**src/rtl/ahb_mtx_out_arb_n.sv**
```systemverilog
// Output-stage arbiter for one shared AHB slave port: picks which input stage owns the
// address phase, holding the grant across fixed-length bursts, locked sequences and protected INCR bursts.
module ahb_mtx_out_arb_n #(
  parameter int NUM_PORTS = 4,
  parameter int PORT_W    = 2,
  parameter int ARB_MODE  = 0,
  parameter int INCR_HOLD = 0
) (
  input  logic                 HCLK,
  input  logic                 HRESET,
  input  logic [NUM_PORTS-1:0] req_port,
  input  logic                 HREADYM,
  input  logic                 HSELM,
  input  logic [1:0]           HTRANSM,
  input  logic [2:0]           HBURSTM,
  input  logic                 HMASTLOCKM,
  output logic [PORT_W-1:0]    addr_in_port,
  output logic [NUM_PORTS-1:0] grant_onehot,
  output logic                 no_port
);

  localparam logic [1:0] TR_IDLE   = 2'b00;
  localparam logic [1:0] TR_BUSY   = 2'b01;
  localparam logic [1:0] TR_NONSEQ = 2'b10;
  localparam logic [1:0] TR_SEQ    = 2'b11;
  localparam logic [3:0] INCR_CNT  = (INCR_HOLD > 1) ? 4'(INCR_HOLD - 1) : 4'd0;

  logic [3:0]           cnt_q, cnt_d;
  logic                 hold_q, hold_d;
  logic [PORT_W-1:0]    addr_q, addr_d;
  logic                 no_port_q, no_port_d;
  logic [NUM_PORTS-1:0] grant_q, grant_d;
  logic [PORT_W-1:0]    rr_last_q, rr_last_d;
  logic [NUM_PORTS-1:0] cand;
  logic                 active;
  logic                 sel_found;
  logic [PORT_W-1:0]    sel_idx;
  int                   scan_idx;

  assign active = HSELM && (HTRANSM != TR_IDLE);

  // The current owner stays a candidate while its transfer is live, even if its request dropped.
  for (genvar gi = 0; gi < NUM_PORTS; gi++) begin : g_port
    assign cand[gi]    = req_port[gi] | (active & (addr_q == PORT_W'(gi)));
    assign grant_d[gi] = ~no_port_d & (addr_d == PORT_W'(gi));
  end

  always_comb begin
    cnt_d  = cnt_q;
    hold_d = hold_q;
    if (HREADYM) begin
      if (!HSELM) begin
        cnt_d  = 4'd0;
        hold_d = 1'b0;
      end else begin
        case (HTRANSM)
          TR_IDLE: begin
            cnt_d  = 4'd0;
            hold_d = 1'b0;
          end
          TR_BUSY: ;
          TR_NONSEQ: begin
            case (HBURSTM)
              3'b110, 3'b111: begin cnt_d = 4'd15; hold_d = 1'b1; end
              3'b100, 3'b101: begin cnt_d = 4'd7;  hold_d = 1'b1; end
              3'b010, 3'b011: begin cnt_d = 4'd3;  hold_d = 1'b1; end
              3'b001: begin
                cnt_d  = INCR_CNT;
                hold_d = (INCR_HOLD > 1);
              end
              default: begin cnt_d = 4'd0; hold_d = 1'b0; end
            endcase
          end
          TR_SEQ: begin
            if (cnt_q == 4'd0) begin
              hold_d = 1'b0;
            end else begin
              cnt_d = cnt_q - 4'd1;
              if (cnt_q == 4'd1) hold_d = 1'b0;
            end
          end
          default: ;
        endcase
      end
    end
  end

  always_comb begin
    sel_found = 1'b0;
    sel_idx   = '0;
    scan_idx  = 0;
    if (ARB_MODE == 0) begin
      for (int i = NUM_PORTS - 1; i >= 0; i--) begin
        if (cand[i]) begin
          sel_found = 1'b1;
          sel_idx   = PORT_W'(i);
        end
      end
    end else begin
      // Scan starts just past the last winner and wraps, so every requester is reached in turn.
      for (int k = 0; k < NUM_PORTS; k++) begin
        scan_idx = int'(rr_last_q) + 1 + k;
        if (scan_idx >= NUM_PORTS) scan_idx = scan_idx - NUM_PORTS;
        for (int i = 0; i < NUM_PORTS; i++) begin
          if (!sel_found && cand[i] && (scan_idx == i)) begin
            sel_found = 1'b1;
            sel_idx   = PORT_W'(i);
          end
        end
      end
    end
  end

  always_comb begin
    addr_d    = addr_q;
    no_port_d = no_port_q;
    rr_last_d = rr_last_q;
    if (HREADYM) begin
      if (HMASTLOCKM || hold_d) begin
        no_port_d = 1'b0;
      end else if (sel_found) begin
        addr_d    = sel_idx;
        no_port_d = 1'b0;
      end else if (HSELM) begin
        no_port_d = 1'b0;
      end else begin
        no_port_d = 1'b1;
      end
      if (!no_port_d && ((addr_d != addr_q) || no_port_q)) rr_last_d = addr_d;
    end
  end

  always_ff @(posedge HCLK) begin
    if (HRESET) begin
      cnt_q     <= 4'd0;
      hold_q    <= 1'b0;
      addr_q    <= '0;
      no_port_q <= 1'b1;
      grant_q   <= '0;
      rr_last_q <= PORT_W'(NUM_PORTS - 1);
    end else if (HREADYM) begin
      cnt_q     <= cnt_d;
      hold_q    <= hold_d;
      addr_q    <= addr_d;
      no_port_q <= no_port_d;
      grant_q   <= grant_d;
      rr_last_q <= rr_last_d;
    end
  end

  assign addr_in_port = addr_q;
  assign grant_onehot = grant_q;
  assign no_port      = no_port_q;

endmodule
```
**config.mk**
```make
export PLATFORM = sky130hd
export DESIGN_NAME = ahb_mtx_out_arb_n
export DESIGN_NICKNAME = d
export VERILOG_FILES = /design/src/rtl/ahb_mtx_out_arb_n.sv
export SDC_FILE = /design/constraint.sdc
export NUM_CORES = 1
export LEC_CHECK = 0
export ABC_AREA = 1
export BUFFER_PORTS_ARGS = -buffer_cell sky130_fd_sc_hd__buf_2
export CAP_MARGIN = 25
export CELL_PAD_IN_SITES_DETAIL_PLACEMENT = 0
export CELL_PAD_IN_SITES_GLOBAL_PLACEMENT = 2
export CORE_MARGIN = 3
export CORE_UTILIZATION = 26
export DETAILED_ROUTE_END_ITERATION = 10
export GPL_TIMING_DRIVEN = 0
export PLACE_DENSITY = 0.74
export RECOVER_POWER = 50
export SLEW_MARGIN = 5
export SYNTH_ARGS = -nofsm -noshare
export SYNTH_HDL_FRONTEND = slang
export SYNTH_SLANG_ARGS = --single-unit
```
**constraint.sdc**
```tcl
create_clock -name HCLK -period 2.05 [get_ports HCLK]
set_clock_uncertainty 0.05 [all_clocks]
set_input_delay 0.205 -clock HCLK [delete_from_list [all_inputs] [get_ports HCLK]]
set_output_delay 0.205 -clock HCLK [all_outputs]
set_load 0.05 [all_outputs]
```
; Word-level counts from Yosys, hierarchy flattened
; Index checks and enable logic that the tools add are counted.
[op_classes]
add_sub_neg = 1
n_eq_ne = 17
mux = 25
bitwise_logic = 13
n_reduce_logical = 12
[op_table]
columns = operator, count
row1 = case mux 4 bit (3 select lines), 2
row2 = 2-to-1 mux 2 bit, 7
row3 = 2-to-1 mux 1 bit, 13
row4 = "== test 2 bit, second input constant", 6
row5 = "== test 3 bit, second input constant", 4
row6 = bitwise AND 1 bit, 8
row7 = 2-to-1 mux 4 bit, 2
row8 = "== test 3 x 2 -> 1 bit, second input constant", 2
row9 = logical NOT 2 bit, 3
row10 = OR reduction 2 bit, 3
row11 = OR reduction 6 bit, 1
row12 = "== test 2 x 1 -> 1 bit, second input constant", 2
row13 = "== test 4 x 1 -> 1 bit, second input constant", 1
row14 = logical NOT 4 bit, 1
row15 = "!= test 4 x 1 -> 1 bit, second input constant", 1
row16 = bitwise OR 1 bit, 4
row17 = "subtractor 4 x 1 -> 4 bit, second input constant", 1
row18 = "!= test 3 bit, second input constant", 1
row19 = case mux 1 bit (3 select lines), 1
row20 = AND reduction 3 bit, 1
row21 = nonzero test 2 bit, 1
row22 = logical AND 1 bit, 1
row23 = logical OR 1 bit, 1
row24 = NOT 1 bit, 1
[word_totals]
regBits = 12
inputBits = 14
out_inout_bits = 7
elab_cells = 73

; Logic depth before layout (Yosys ltp)
; Gate-level depths: netlist of the first run.
[depth]
depth_word = 13
mapped_depth = 17
mapped_depth_nobuf = 17

; Worst setup path before layout of the first run
; OpenSTA, ideal clock, no wires.
[synth_path]
path_type = reg2reg
from = reg addr_q[0] (netlist: addr_in_port[0])
to = reg grant_q[2] (netlist: grant_onehot[2])
setup_ns = 0.113
arrival_ns = 1.589
required_time_ns = 1.887
slack_ns = 0.298
path_stages_with_launch = 14
n_path_buf = 0
synth_period_minus_slack_ns = 1.752
path_cell_list = dfxtp_1 nor2_1 nand2_1 nand2_1 nor2_2 nand3_1 nand2_1 nand2_1 nand2_1 nand2_2 nand2_2 inv_1 nand2_1 nand2_1
[synth_between]
elab_chain_len = 12
word_cells_on_any_way = 29
classes_between = eq/ne (4) / mux (14) / bitwise (10) / reduce/logical (1)
[synth_rtl]
columns = element, line
row1 = start: declaration, 30  ; logic [PORT_W-1:0] addr_q, addr_d;
row2 = start signal: assignment, 144  ; addr_q <= addr_d;
row3 = == test 2 bit, 44  ; assign cand[gi] = req_port[gi] | (active & (addr_q == PORT_W'(gi)));
row4 = bitwise AND 1 bit, 44
row5 = bitwise OR 1 bit, 44
row6 = 2-to-1 mux 2 bit or 2-to-1 mux 1 bit (tied branches) (4 in a row), 94  ; if (cand[i]) begin
row7 = 2-to-1 mux 2 bit or 2-to-1 mux 1 bit (tied branches), 121  ; end else if (sel_found) begin
row8 = 2-to-1 mux 2 bit or 2-to-1 mux 1 bit (tied branches), 119  ; if (HMASTLOCKM || hold_d) begin
row9 = 2-to-1 mux 2 bit or 2-to-1 mux 1 bit (tied branches), 118  ; if (HREADYM) begin
row10 = == test 2 bit or NOT 1 bit (tied branches), 45  ; assign grant_d[gi] = ~no_port_d & (addr_d == PORT_W'(gi));
row11 = bitwise AND 1 bit *, 45
row12 = end signal: assignment, 146  ; grant_q <= grant_d;
row13 = end: declaration, 32  ; logic [NUM_PORTS-1:0] grant_q, grant_d;
; Every way passes the cells marked *; elsewhere a longest branch is shown, timed or not.
; A chain may end at the register's enable or synchronous reset.

; Worst setup path in the final report of the first run
[layout_path]
from = reg cnt_q[0]
to = reg grant_q[0] (netlist: grant_onehot[0])
[layout_between]
elab_chain_len = 11
word_cells_on_any_way = 15
classes_between = eq/ne (1) / mux (9) / bitwise (2) / reduce/logical (3)
[layout_rtl]
columns = element, line
row1 = start: declaration, 28  ; logic [3:0] cnt_q, cnt_d;
row2 = start signal: assignment, 142  ; cnt_q <= cnt_d;
row3 = == test 4 x 1 -> 1 bit, 79  ; if (cnt_q == 4'd1) hold_d = 1'b0;
row4 = 2-to-1 mux 1 bit, 79
row5 = 2-to-1 mux 1 bit *, 75  ; if (cnt_q == 4'd0) begin
row6 = case mux 1 bit (3 select lines) *, 56  ; case (HTRANSM)
row7 = 2-to-1 mux 1 bit *, 52  ; if (!HSELM) begin
row8 = 2-to-1 mux 1 bit *, 51  ; if (HREADYM) begin
row9 = logical OR 1 bit *, 119
row10 = 2-to-1 mux 2 bit or 2-to-1 mux 1 bit (tied branches), 119
row11 = 2-to-1 mux 2 bit or 2-to-1 mux 1 bit (tied branches), 118
row12 = logical NOT 2 bit or NOT 1 bit (tied branches), 45
row13 = bitwise AND 1 bit *, 45
; Marked as above.

==> results_tabular.tex, run 1 <==
\begin{tabular}{lr}
\hline
Metric & Value \\
\hline
\multicolumn{2}{l}{\textbf{Outcome}} \\
\quad Status & completed \\
\multicolumn{2}{l}{\textbf{STA}} \\
\quad Time the final worst path needs with I/O delays and setup & 1.75 ns \\
\quad Number of pins with negative max-slew slack in the final report & 0 \\
\quad Post-route setup TNS & 0 ns \\
\quad Part of the cycle the worst path needs & between 80\% and 90\% \\
\quad FMAX & around 570 MHz \\
\quad Final worst setup slack & around 0.3 ns \\
\quad Worst slew margin relative to its limit & roughly 60\% \\
\quad Setup repair after global routing missed its margin & false \\
\quad Number of failing setup endpoints in the final timing report & 0 \\
\quad Slew of the pin with the lowest slew margin & roughly 0.6 ns \\
\quad Final hold slack & about 0.096 ns \\
\quad Number of endpoints with negative hold slack in the final report & 0 \\
\multicolumn{2}{l}{\textbf{Min path}} \\
\quad HP Class & in2reg \\
\multicolumn{2}{l}{\textbf{Yosys}} \\
\quad Mapped Cells & 140 \\
\quad Part of the Yosys area used for sequential elements & between 20\% and 30\% \\
\quad Average footprint of a synthesized cell & between 5 and 6 um\^{}2 \\
\quad Synthesized-area fraction occupied by adder cells & under 10\% \\
\quad Main combinational cell family by area after synthesis & simple AND/OR/NAND/NOR gates \\
\quad Post-synthesis xor/xnor area fraction & between 1 and 1.5\% \\
\quad Total of flip-flops plus latches after synthesis & 12 \\
\quad Post-synth net total & approximately 160 \\
\quad Share of synthesized area spent on multiplexers & 0\% \\
\quad Post-synthesis simple-gate area fraction & between 40\% and 50\% \\
\quad Syn Std Cell Area & 832 um\^{}2 \\
\quad Proportion of netlist area held by the largest area contributor & roughly 29\% \\
\quad Warning count from the yosys run & 0 \\
\quad Cell type contributing the most total cell area after synthesis & sky130\_fd\_sc\_hd\_\_dfxtp\_1 \\
\quad Number of distinct standard cells referenced by the synthesized netlist & 18 \\
\quad Biggest area contributors in the synthesized netlist & sky130\_fd\_sc\_hd\_\_dfxtp\_1, sky130\_fd\_sc\_hd\_\_nand2\_1, sky130\_fd\_sc\_hd\_\_inv\_1, sky130\_fd\_sc\_hd\_\_nand2\_2, sky130\_fd\_sc\_hd\_\_a21oi\_1 \\
\quad Synth Area in Compound Gates & around an eighth \\
\multicolumn{2}{l}{\textbf{Detailed routing}} \\
\quad Number of search-and-repair iterations in the first detailed-routing pass & 4 \\
\quad Total routed wirelength & roughly 1.9 mm \\
\quad Routed vias/inst & 4.15 \\
\quad Starting DRT DRC Count & 33 \\
\quad Total via count in the routed design & 847 \\
\quad Wire length per cell after detailed routing & between 9 and 10 um \\
\quad Antenna-violating nets left & 0 \\
\quad Number of remaining DRC errors & 0 \\
\multicolumn{2}{l}{\textbf{Global routing}} \\
\quad First-pass GRT wire length & roughly 3.5 mm \\
\quad GRT Resource Usage Total & a little over a tenth \\
\quad Maximum number of pins on one net before global-route repair & 10 \\
\quad Gr ovfl total & 0 \\
\quad Antenna violations before repair & 0 \\
\quad Via count of the first global-routing pass & just over 800 \\
\multicolumn{2}{l}{\textbf{CTS}} \\
\quad CTS resizes & 0 \\
\quad Clock buffers created by TritonCTS & 3 \\
\quad Root Buffer Master & sky130\_fd\_sc\_hd\_\_clkbuf\_4 \\
\quad Number of H-tree levels & 1 \\
\quad Number of sinks on the clock net & 12 \\
\quad TritonCTS clock tree & yes \\
\quad Maximum clock path buffer count & 2 \\
\quad Clock-pin slew on the worst setup and hold paths & 0.07 ns \\
\quad Hold buffers post-CTS & 0 \\
\quad Worst-Skew Late Latency & about 0.26 ns \\
\quad Post-CTS setup buffer count & 0 \\
\multicolumn{2}{l}{\textbf{Finish}} \\
\quad Highest-count cells in the layout ignoring fill and taps & sky130\_fd\_sc\_hd\_\_nand2\_1, sky130\_fd\_sc\_hd\_\_inv\_1, sky130\_fd\_sc\_hd\_\_dfxtp\_1 \\
\quad Synth-to-layout area growth & 20.5\% \\
\quad Most common library cell in the layout ignoring fill and taps & sky130\_fd\_sc\_hd\_\_nand2\_1 \\
\quad Number of nets in the layout & about 180 \\
\quad Number of filler instances in the final layout & 347 \\
\quad Non-Filler Instances & a little over 200 \\
\quad Share of layout cells above drive strength 1 & approximately a fifth \\
\quad Diode insertion count for antenna repair & 0 \\
\multicolumn{2}{l}{\textbf{Setup path}} \\
\quad Maximum single-stage delay on the critical path & approximately 0.40 ns \\
\quad Critical path's slowest cell & sky130\_fd\_sc\_hd\_\_dfxtp\_1 \\
\quad Largest delay contributor family on the critical path & simple AND/OR/NAND/NOR gates \\
\quad CP Max Fanout & 5 \\
\quad Worst Path Buf+Inv & 3 \\
\quad Startpoint kind of the worst setup timing path & register \\
\quad Worst endpoint data arrival time & 1.85 ns \\
\quad Category of the most critical setup path & reg2reg \\
\quad Kind of capture point of the worst setup path & register \\
\quad Cell-by-cell trace of the critical path & inv\_1, ha\_1, inv\_1, nand2\_1, nand3\_1, nand2\_1, nand2\_2, nand2\_2, nand4\_1, inv\_1, o21ai\_1, nand2\_1, nand2\_1, o21ai\_1 \\
\quad Req. time, crit path & about 2.2 ns \\
\quad Most frequent cell on the critical path & sky130\_fd\_sc\_hd\_\_nand2\_1 \\
\multicolumn{2}{l}{\textbf{Floorplan}} \\
\quad Chip Width & between 60 and 70 um \\
\quad Starting density of the core & 28.7\% \\
\quad Die Footprint & between 3000 and 4000 um\^{}2 \\
\quad Placeable core region & between 2000 and 3000 um\^{}2 \\
\quad Row count & 19 \\
\quad Vertical die dimension & 62.6 um \\
\quad I/O Pins & 21 \\
\multicolumn{2}{l}{\textbf{Power and ir drop}} \\
\quad Total power & about 0.00057 W \\
\quad Pwr/cell area & between 500 and 600 nW/um\^{}2 \\
\quad Largest voltage drop on the vdd net & $\sim$310 uV \\
\quad Static Leak & around 0.53 nW \\
\multicolumn{2}{l}{\textbf{Place}} \\
\quad Port Buf Inserts & 18 \\
\quad DP HPWL & $\sim$1.6 mm \\
\quad Placed cell count & 200 \\
\quad Placement-stage worst setup slack & roughly 0.30 ns \\
\quad Final Wtd Congestion & $\sim$0.74 \\
\multicolumn{2}{l}{\textbf{Flow run}} \\
\quad Max-cap violations & 0 \\
\hline
\end{tabular}
[layer usage]
metal	wire length [um]	global-route usage, %	vias to the layer above
met4	19	4.96	0
met2	760	16.2	18
met1	1040	14.8	355
met3	92	1.44	2
li1	-	-	472
met5	0	0	-
[worst register-to-register path, delay by kind of cell, from the launching register on]
kind                       cells  cell delay (ns)
adders and majority gates      1             0.20
and+or+nand+nor                8             0.65
buffers and inverters          3             0.21
AOI/OAI and AO/OA              2             0.15
DFF                            1             0.40
[state kept, by name, summed over array words and instances (netlist names)]
signal / flops
hold_q: 1
cnt_q: 4
no_port: 1
addr_in_port: 2
grant_onehot: 4
[final timing paths]
check | endpoint | slack (ns) | depth (start not counted) | start
min | hold_q$_SDFFE_PP0P_ | 0.1 | 2 | HRESET
max | grant_onehot[0]$_SDFFE_PP0P_ | 0.30 | 14 | cnt_q[0]$_SDFFE_PP0P_
min reg2reg | grant_onehot[2]$_SDFFE_PP0P_ | 0.40 | 2 | grant_onehot[2]$_SDFFE_PP0P_
max reg2reg | grant_onehot[0]$_SDFFE_PP0P_ | 0.30 | 14 | cnt_q[0]$_SDFFE_PP0P_
[cell usage after synthesis]
master                     number
sky130_fd_sc_hd__o21ai_1        2
sky130_fd_sc_hd__nand2_1       47
sky130_fd_sc_hd__inv_1         23
sky130_fd_sc_hd__nor3_1         1
sky130_fd_sc_hd__dfxtp_1       12
sky130_fd_sc_hd__nand2_2        9
sky130_fd_sc_hd__nor2_1        11
sky130_fd_sc_hd__nand3_1        8
sky130_fd_sc_hd__nor2_2         5
sky130_fd_sc_hd__xnor2_1        1
sky130_fd_sc_hd__o21ai_2        1
sky130_fd_sc_hd__buf_6          1
sky130_fd_sc_hd__inv_2          1
sky130_fd_sc_hd__o21ai_0        5
sky130_fd_sc_hd__nand4_1        1
sky130_fd_sc_hd__a21oi_1        9
sky130_fd_sc_hd__o21bai_2       1
sky130_fd_sc_hd__ha_1           2
[cells by family after synthesis]
group	Yosys count
xor+xnor	1
flops	12
fa+ha+maj	2
compound gates	18
buf+inv	25
simple gates	82
[through the flow]
stage                     util, %  cell area, um^2
final                        34.6             1000
after global routing         34.6             1000
after CTS                    34.9             1010
after detailed placement     33.6              975
after global placement       33.6              975
after floorplan                 -              832
[final cells by class]
type                       instances  area, um^2  share of cell area (%)
sequential                        12         240                    24.0
timing repair buffer              18        81.3                    8.11
tap                               42        52.6                    5.24
inverter                          24        90.1                    8.99
clock buffer                       4        36.3                    3.62
buffer                             1        11.3                    1.12
multi-input combinational        103         490                    48.9
[where the power goes]
part	leakage [nW]	total (W)	internal [W]	switching, W
sequential	0.0978	0.000251	0.000243	0.00000851
clock	0.0210	0.000180	0.000108	0.0000719
combinational	0.408	0.000135	0.0000427	0.0000928
Note: power is estimated with default switching activity, not from simulation.
==> inputs of run 2 (changes only) <==
- ABC_AREA: 1 -> 0
- CORE_UTILIZATION: 26 -> 29
==> results_tabular.tex, run 2 <==
\begin{tabular}{lr}
\hline
Metric & Value \\
\hline
\multicolumn{2}{l}{\textbf{Outcome}} \\
\quad Status & completed \\
\multicolumn{2}{l}{\textbf{STA}} \\
\quad FMAX & 551 MHz (-3.6\%) \\
\quad Slew of the pin with the lowest slew margin & 0.627 ns (+0.0299 ns) \\
\quad Worst slew margin relative to its limit & 57.8\% (-2.5 points) \\
\quad Part of the cycle the worst path needs & 88.6\% (+3.2 points) \\
\quad Number of endpoints with negative hold slack in the final report & 0 (unchanged) \\
\quad Time the final worst path needs with I/O delays and setup & 1.82 ns (+0.0650 ns) \\
\quad Number of failing setup endpoints in the final timing report & 0 (unchanged) \\
\quad Setup repair after global routing missed its margin & false \\
\quad Post-route setup TNS & 0 ns (unchanged) \\
\quad Number of pins with negative max-slew slack in the final report & 0 (unchanged) \\
\quad Final worst setup slack & 0.235 ns (-0.0650 ns) \\
\multicolumn{2}{l}{\textbf{Floorplan}} \\
\quad Die Footprint & 3410 um\^{}2 (-13\%) \\
\quad Vertical die dimension & 58.4 um (-6.7\%) \\
\quad Chip Width & 58.4 um (-6.7\%) \\
\quad Starting density of the core & 31.3\% (+2.6 points) \\
\quad Placeable core region & 2540 um\^{}2 (-12\%) \\
\quad I/O Pins & 21 (unchanged) \\
\quad Row count & 18 (-1) \\
\multicolumn{2}{l}{\textbf{Place}} \\
\quad DP HPWL & 1.45 mm (-8.5\%) \\
\quad Placement-stage worst setup slack & 0.239 ns (-0.0599 ns) \\
\quad Final Wtd Congestion & 0.707 (-4.5\%) \\
\quad Placed cell count & 144 (-28\%) \\
\quad Port Buf Inserts & 18 (unchanged) \\
\multicolumn{2}{l}{\textbf{Setup path}} \\
\quad Worst reg2reg endpoint & grant\_onehot[3]\$\_SDFFE\_PP0P\_ \\
\quad Worst Path Buf+Inv & 1 (-2) \\
\quad Kind of capture point of the worst setup path & register \\
\quad Maximum single-stage delay on the critical path & 0.34 ns (-0.06 ns) \\
\quad Cell-by-cell trace of the critical path & inv\_1, ha\_1, nand4bb\_1, o221ai\_2, o211a\_2, nor3b\_2, a32o\_1 \\
\quad Startpoint kind of the worst setup timing path & register \\
\quad CP Max Fanout & 4 (-1) \\
\quad Req. time, crit path & 2.16 ns (about the same) \\
\quad Worst r2r src & cnt\_q[0]\$\_SDFFE\_PP0P\_ \\
\quad Crit path depth & 7 (-7) \\
\quad Worst reg2reg path depth & 7 (-7) \\
\quad Largest delay contributor family on the critical path & compound AO/OA/AOI/OAI gates \\
\quad Internal reg-to-reg setup slack & 0.23 ns (-0.06 ns) \\
\quad Category of the most critical setup path & reg2reg \\
\quad Worst endpoint data arrival time & 1.93 ns (+0.08 ns) \\
\quad Critical path's slowest cell & sky130\_fd\_sc\_hd\_\_dfxtp\_1 \\
\multicolumn{2}{l}{\textbf{Finish}} \\
\quad Number of filler instances in the final layout & 287 (-17\%) \\
\quad Synth-to-layout area growth & 18.9\% \\
\quad Diode insertion count for antenna repair & 0 (unchanged) \\
\quad Share of layout cells above drive strength 1 & 21.2\% (+0.82 points) \\
\quad Number of nets in the layout & 135 (-25\%) \\
\quad Most common library cell in the layout ignoring fill and taps & sky130\_fd\_sc\_hd\_\_nor2\_1 \\
\quad Non-Filler Instances & 148 (-27\%) \\
\quad Highest-count cells in the layout ignoring fill and taps & sky130\_fd\_sc\_hd\_\_nor2\_1, sky130\_fd\_sc\_hd\_\_dfxtp\_1, sky130\_fd\_sc\_hd\_\_buf\_2 \\
\multicolumn{2}{l}{\textbf{Yosys}} \\
\quad Number of flops mapped to enable cells by yosys & 0 (unchanged) \\
\quad Post-synth net total & 112 (-28\%) \\
\quad Total of flip-flops plus latches after synthesis & 12 (unchanged) \\
\quad Mapped Cells & 96 (-31\%) \\
\quad Share of flip-flops with an asynchronous set or reset & 0\% (unchanged) \\
\quad Cell types with the highest counts after synthesis & sky130\_fd\_sc\_hd\_\_nor2\_1, sky130\_fd\_sc\_hd\_\_dfxtp\_1, sky130\_fd\_sc\_hd\_\_nand2\_1 \\
\quad Post-synthesis xor/xnor area fraction & 2.20\% (+1.1 points) \\
\quad Most common cell in the synthesized netlist & sky130\_fd\_sc\_hd\_\_nor2\_1 \\
\quad Syn Std Cell Area & 796 um\^{}2 (-4.4\%) \\
\quad Part of the Yosys area used for sequential elements & 30.2\% (+1.3 points) \\
\quad Synth Area in Compound Gates & 29.7\% (+18 points) \\
\quad Main combinational cell family by area after synthesis & compound AO/OA/AOI/OAI gates \\
\quad Cell type contributing the most total cell area after synthesis & sky130\_fd\_sc\_hd\_\_dfxtp\_1 \\
\quad Average footprint of a synthesized cell & 8.29 um\^{}2 (+39\%) \\
\quad Proportion of netlist area held by the largest area contributor & 30.2\% (+1.3 points) \\
\quad Post-synthesis simple-gate area fraction & 26.1\% (-17 points) \\
\quad Number of distinct standard cells referenced by the synthesized netlist & 41 (+23) \\
\quad Prevailing post-synth register cell & sky130\_fd\_sc\_hd\_\_dfxtp\_1 \\
\quad Biggest area contributors in the synthesized netlist & sky130\_fd\_sc\_hd\_\_dfxtp\_1, sky130\_fd\_sc\_hd\_\_nor2\_1, sky130\_fd\_sc\_hd\_\_nand2\_1, sky130\_fd\_sc\_hd\_\_ha\_1, sky130\_fd\_sc\_hd\_\_nor3b\_2 \\
\quad Share of synthesized area spent on multiplexers & 3.93\% (+3.9 points) \\
\quad Synthesized-area fraction occupied by adder cells & 3.14\% (+0.14 points) \\
\quad Warning count from the yosys run & 0 (unchanged) \\
\multicolumn{2}{l}{\textbf{Power and ir drop}} \\
\quad Total power & 0.000561 W (-0.91\%) \\
\quad Largest voltage drop on the vdd net & 378 uV (+21\%) \\
\quad Static Leak & 0.375 nW (-29\%) \\
\quad Pwr/cell area & 593 nW/um\^{}2 (+5.0\%) \\
\multicolumn{2}{l}{\textbf{Global routing}} \\
\quad Antenna violations before repair & 0 (unchanged) \\
\quad First-pass GRT wire length & 3.30 mm (-4.8\%) \\
\quad Gr ovfl total & 0 (unchanged) \\
\quad Maximum number of pins on one net before global-route repair & 11 (+1) \\
\quad Via count of the first global-routing pass & 758 (-7.8\%) \\
\quad GRT Resource Usage Total & 12.1\% (+1.5 points) \\
\multicolumn{2}{l}{\textbf{Detailed routing}} \\
\quad Starting DRT DRC Count & 30 (-9.1\%) \\
\quad Number of remaining DRC errors & 0 (unchanged) \\
\quad Wire length per cell after detailed routing & 12.2 um (+30\%) \\
\quad Total routed wirelength & 1.81 mm (-5.5\%) \\
\quad Antenna-violating nets left & 0 (unchanged) \\
\quad Number of search-and-repair iterations in the first detailed-routing pass & 4 (unchanged) \\
\quad Routed vias/inst & 5.18 (+25\%) \\
\quad Total via count in the routed design & 766 (-9.6\%) \\
\multicolumn{2}{l}{\textbf{Min path}} \\
\quad Hold Crit Depth & 3 (+1) \\
\quad Launch point of the worst hold path & HREADYM \\
\quad HP Class & in2reg \\
\quad Hold Crit Endpoint & no\_port\$\_SDFFE\_PP1P\_ \\
\multicolumn{2}{l}{\textbf{CTS}} \\
\quad Number of sinks on the clock net & 12 (unchanged) \\
\quad Number of H-tree levels & 1 (unchanged) \\
\quad Maximum clock path buffer count & 2 (unchanged) \\
\quad TritonCTS clock tree & yes \\
\quad CTS resizes & 0 (unchanged) \\
\quad Hold buffers post-CTS & 0 (unchanged) \\
\quad Worst-Skew Late Latency & 0.27 ns (about the same) \\
\quad Post-CTS setup buffer count & 0 (unchanged) \\
\quad Root Buffer Master & sky130\_fd\_sc\_hd\_\_clkbuf\_4 \\
\quad Clock buffers created by TritonCTS & 3 (unchanged) \\
\quad Clock-pin slew on the worst setup and hold paths & 0.07 ns (about the same) \\
\multicolumn{2}{l}{\textbf{Flow run}} \\
\quad Max-cap violations & 0 (unchanged) \\
\hline
\end{tabular}
[run 2: cell types whose count changed after synthesis, sizes merged, moves of 3 or more]
cell    change
nand2      -48
inv        -18
a21oi       -6
nand3       -6
o21ai       -4
nand2b      +3
o31ai       +3
[run 2: worst register-to-register path: stages (launching register included)]
cell,delay (ns)
sky130_fd_sc_hd__dfxtp_1,0.34
sky130_fd_sc_hd__inv_1,0.08
sky130_fd_sc_hd__ha_1,0.21
sky130_fd_sc_hd__nand4bb_1,0.18
sky130_fd_sc_hd__o221ai_2,0.13
sky130_fd_sc_hd__o211a_2,0.32
sky130_fd_sc_hd__nor3b_2,0.17
sky130_fd_sc_hd__a32o_1,0.23
[run 2: worst max-delay path by stage]
stage / startpoint / endpoint
6_report: cnt_q[0]$_SDFFE_PP0P_ / grant_onehot[3]$_SDFFE_PP0P_
4_1_cts: cnt_q[0]$_SDFFE_PP0P_ / grant_onehot[3]$_SDFFE_PP0P_
5_1_grt: cnt_q[0]$_SDFFE_PP0P_ / grant_onehot[3]$_SDFFE_PP0P_
2_1_floorplan: addr_in_port[0]$_SDFFE_PP0P_ / grant_onehot[2]$_SDFFE_PP0P_
3_3_place_gp: cnt_q[0]$_SDFFE_PP0P_ / grant_onehot[3]$_SDFFE_PP0P_
3_5_place_dp: cnt_q[0]$_SDFFE_PP0P_ / grant_onehot[3]$_SDFFE_PP0P_
[run 2: area by class of cell]
cell class,instances,area [um^2],area share (%)
timing repair buffer,18,81.3,8.60
inverter,6,22.5,2.38
multi-input combinational,75,513,54.2
tap,30,37.5,3.97
clock buffer,4,36.3,3.84
sequential,12,240,25.4
buffer,3,15.0,1.59
[run 2: report_power, final]
group	internal (W)	switching, W	leakage (nW)
combinational	0.0000483	0.0000820	0.257
sequential	0.000242	0.00000792	0.0978
clock	0.000108	0.0000731	0.0210
[run 2: cells by family (layout without fill, tap and decap cells)]
family / after synthesis / count (layout)
xor+xnor: 2 / 2
flops: 12 / 12
buf+inv: 9 / 31
compound gates: 27 / 27
simple gates: 41 / 41
fa+ha+maj: 2 / 2
mux: 3 / 3
[run 2: metal layers]
layer / part of all wire (%) / global-route usage (%) / wire length, um
met4: 1.2 / 4.97 / 21
met1: 50 / 16.3 / 905
met2: 44 / 19.3 / 798
met5: 0 / 0 / 0
met3: 4.5 / 1.97 / 82
[run 2: through the flow]
stage	instance area [um^2]	hold slack (ns)	utilization, %
finish	946	0.200	37.2
global route	946	0.237	37.2
global placement	923	0.413	36.3
detailed placement	923	0.418	36.3
floorplan	796	0.304	-
CTS	960	0.206	37.7
==> inputs of run 3 (changes only) <==
- CTS_BUF_LIST: default -> sky130_fd_sc_hd__clkbuf_16
==> results_tabular.tex, run 3 (synthesis gave the netlist of run 2 again) <==
\begin{tabular}{lr}
\hline
Metric & Value \\
\hline
\multicolumn{2}{l}{\textbf{Outcome}} \\
\quad Status & completed \\
\multicolumn{2}{l}{\textbf{Setup path}} \\
\quad Req. time, crit path & 2.13 ns (-0.03 ns) \\
\quad Category of the most critical setup path & reg2reg \\
\quad Worst endpoint data arrival time & 1.89 ns (-0.04 ns) \\
\quad Kind of capture point of the worst setup path & register \\
\quad Startpoint kind of the worst setup timing path & register \\
\quad Worst reg2reg path depth & 8 (+1) \\
\quad Worst r2r src & cnt\_q[0]\$\_SDFFE\_PP0P\_ \\
\quad Worst reg2reg endpoint & grant\_onehot[3]\$\_SDFFE\_PP0P\_ \\
\quad Internal reg-to-reg setup slack & 0.24 ns (about the same) \\
\quad CP Max Fanout & 4 (unchanged) \\
\multicolumn{2}{l}{\textbf{Detailed routing}} \\
\quad Total routed wirelength & 1.86 mm (+3.0\%) \\
\quad Number of remaining DRC errors & 0 (unchanged) \\
\quad Number of search-and-repair iterations in the first detailed-routing pass & 4 (unchanged) \\
\quad Antenna-violating nets left & 0 (unchanged) \\
\quad Starting DRT DRC Count & 31 (+3.3\%) \\
\quad Routed vias/inst & 5.19 (+0.26\%) \\
\quad Wire length per cell after detailed routing & 12.6 um (+3.0\%) \\
\quad Total via count in the routed design & 768 (+0.26\%) \\
\multicolumn{2}{l}{\textbf{Power and ir drop}} \\
\quad Int Pwr & 0.000548 W (+38\%) \\
\quad Pwr/cell area & 742 nW/um\^{}2 (+25\%) \\
\quad Clk pwr share & 47.9\% (+16 points) \\
\quad Static Leak & 0.393 nW (+4.7\%) \\
\quad Portion of total power attributed to sequential cells & 34.3\% (-10 points) \\
\quad Comb pwr share & 17.8\% (-5.4 points) \\
\quad Largest voltage drop on the vdd net & 557 uV (+47\%) \\
\quad Switching part of the total power & 25.3\% (-3.8 points) \\
\quad Psw & 0.000185 W (+14\%) \\
\multicolumn{2}{l}{\textbf{STA}} \\
\quad Number of failing setup endpoints in the final timing report & 0 (unchanged) \\
\quad Number of endpoints with negative hold slack in the final report & 0 (unchanged) \\
\quad Time the final worst path needs with I/O delays and setup & 1.81 ns (-0.00108 ns) \\
\quad Setup repair after global routing missed its margin & false \\
\quad Worst slew margin relative to its limit & 57.1\% (-0.68 points) \\
\quad Part of the cycle the worst path needs & 88.5\% (about the same) \\
\quad FMAX & 551 MHz (about the same) \\
\quad Number of pins with negative max-slew slack in the final report & 0 (unchanged) \\
\quad Post-route setup TNS & 0 ns (unchanged) \\
\quad Final hold slack & 0.231 ns (+0.0316 ns) \\
\quad Slew of the pin with the lowest slew margin & 0.637 ns (+0.0102 ns) \\
\multicolumn{2}{l}{\textbf{Finish}} \\
\quad Non-Filler Instances & 148 (unchanged) \\
\quad Number of filler instances in the final layout & 285 (-0.70\%) \\
\quad Most common library cell in the layout ignoring fill and taps & sky130\_fd\_sc\_hd\_\_nor2\_1 \\
\quad Diode insertion count for antenna repair & 0 (unchanged) \\
\quad Final standard cell utilization of the core & 38.8\% (+1.7 points) \\
\quad Synth-to-layout area growth & 24.2\% \\
\quad Highest-count cells in the layout ignoring fill and taps & sky130\_fd\_sc\_hd\_\_nor2\_1, sky130\_fd\_sc\_hd\_\_dfxtp\_1, sky130\_fd\_sc\_hd\_\_buf\_2 \\
\quad Share of layout cells above drive strength 1 & 20.3\% (-0.85 points) \\
\quad Number of nets in the layout & 135 (unchanged) \\
\multicolumn{2}{l}{\textbf{Min path}} \\
\quad HP Class & in2reg \\
\quad Launch point of the worst hold path & HREADYM \\
\quad Hold Crit Endpoint & no\_port\$\_SDFFE\_PP1P\_ \\
\quad Hold Crit Depth & 3 (unchanged) \\
\multicolumn{2}{l}{\textbf{Flow run}} \\
\quad Max-cap violations & 0 (unchanged) \\
\multicolumn{2}{l}{\textbf{Floorplan}} \\
\quad Die Footprint & 3410 um\^{}2 (unchanged) \\
\quad Chip Width & 58.4 um (unchanged) \\
\quad Row count & 18 (unchanged) \\
\quad Vertical die dimension & 58.4 um (unchanged) \\
\quad Placeable core region & 2540 um\^{}2 (unchanged) \\
\quad I/O Pins & 21 (unchanged) \\
\quad Starting density of the core & 31.3\% (unchanged) \\
\multicolumn{2}{l}{\textbf{CTS}} \\
\quad Number of sinks on the clock net & 12 (unchanged) \\
\quad Hold buffers post-CTS & 0 (unchanged) \\
\quad Post-CTS setup buffer count & 0 (unchanged) \\
\quad Worst-Skew Late Latency & 0.24 ns (-0.03 ns) \\
\quad CTS resizes & 0 (unchanged) \\
\quad TritonCTS clock tree & yes \\
\quad Root Buffer Master & sky130\_fd\_sc\_hd\_\_clkbuf\_16 \\
\quad Maximum clock path buffer count & 2 (unchanged) \\
\quad Number of H-tree levels & 1 (unchanged) \\
\quad Clock-pin slew on the worst setup and hold paths & 0.04 ns (-0.03 ns) \\
\quad Clock buffers created by TritonCTS & 3 (unchanged) \\
\multicolumn{2}{l}{\textbf{Global routing}} \\
\quad Antenna violations before repair & 0 (unchanged) \\
\quad Maximum number of pins on one net before global-route repair & 11 (unchanged) \\
\quad Via count of the first global-routing pass & 777 (+2.5\%) \\
\quad GRT Resource Usage Total & 12.7\% (+0.51 points) \\
\quad Gr ovfl total & 0 (unchanged) \\
\quad First-pass GRT wire length & 3.38 mm (+2.5\%) \\
\multicolumn{2}{l}{\textbf{Place}} \\
\quad Placed cell count & 144 (unchanged) \\
\quad DP HPWL & 1.45 mm (unchanged) \\
\quad Port Buf Inserts & 18 (unchanged) \\
\quad Final Wtd Congestion & 0.707 (unchanged) \\
\hline
\end{tabular}
==> run 3: critical path, stage by stage, from the launching register on <==
cell and delay (ns):
sky130_fd_sc_hd__dfxtp_1 0.33, sky130_fd_sc_hd__inv_1 0.08, sky130_fd_sc_hd__ha_1 0.21, sky130_fd_sc_hd__nand4bb_1 0.18
sky130_fd_sc_hd__o21ai_1 0.10, sky130_fd_sc_hd__a31o_1 0.24, sky130_fd_sc_hd__o31ai_1 0.21, sky130_fd_sc_hd__o21ai_1 0.10
sky130_fd_sc_hd__a32o_1 0.20
==> run 3: stage by stage <==
step,total power (W),setup WS [ns],cell area [um^2]
final,0.000734,0.236,988
after global routing,0.000775,0.0420,988
after CTS,0.000748,0.233,1000
after detailed placement,0.000390,0.239,923
after global placement,0.000389,0.245,923
after floorplan,0.000350,0.356,796
==> run 3: how the worst max path moves through the flow <==
stage                                   endpoint                         start  cells after the start
floorplan           grant_onehot[2]$_SDFFE_PP0P_  addr_in_port[0]$_SDFFE_PP0P_                      4
global placement    grant_onehot[3]$_SDFFE_PP0P_         cnt_q[0]$_SDFFE_PP0P_                      7
global route        grant_onehot[3]$_SDFFE_PP0P_         cnt_q[0]$_SDFFE_PP0P_                      8
detailed placement  grant_onehot[3]$_SDFFE_PP0P_         cnt_q[0]$_SDFFE_PP0P_                      8
finish              grant_onehot[3]$_SDFFE_PP0P_         cnt_q[0]$_SDFFE_PP0P_                      8
CTS                 grant_onehot[3]$_SDFFE_PP0P_         cnt_q[0]$_SDFFE_PP0P_                      8
==> run 3: area by class of cell <==
class / instances / area (um^2) / share of cell area (%)
multi-input combinational: 75 / 513 / 51.9
sequential: 12 / 240 / 24.3
timing repair buffer: 18 / 81.3 / 8.23
clock buffer: 3 / 75.1 / 7.59
tap: 30 / 37.5 / 3.80
inverter: 6 / 22.5 / 2.28
buffer: 3 / 15.0 / 1.52
clock inverter: 1 / 3.75 / 0.380
==> run 3: power groups by stage <==
stage / Combinational (W) / Sequential (W) / Clock, W
after global placement: 0.000134 / 0.000255 / 0
after global routing: 0.000147 / 0.000252 / 0.000376
after floorplan: 0.0000746 / 0.000275 / 0
final: 0.000131 / 0.000252 / 0.000351
after detailed placement: 0.000134 / 0.000255 / 0
after CTS: 0.000135 / 0.000251 / 0.000362
==> run 3: per-layer routing <==
metal	global-route usage, %	part of all wire [%]	vias up
met2	20.7	44	15
li1	-	-	391
met5	0	0	-
met4	4.97	1.8	0
met1	16.2	49	357
met3	2.63	4.5	5
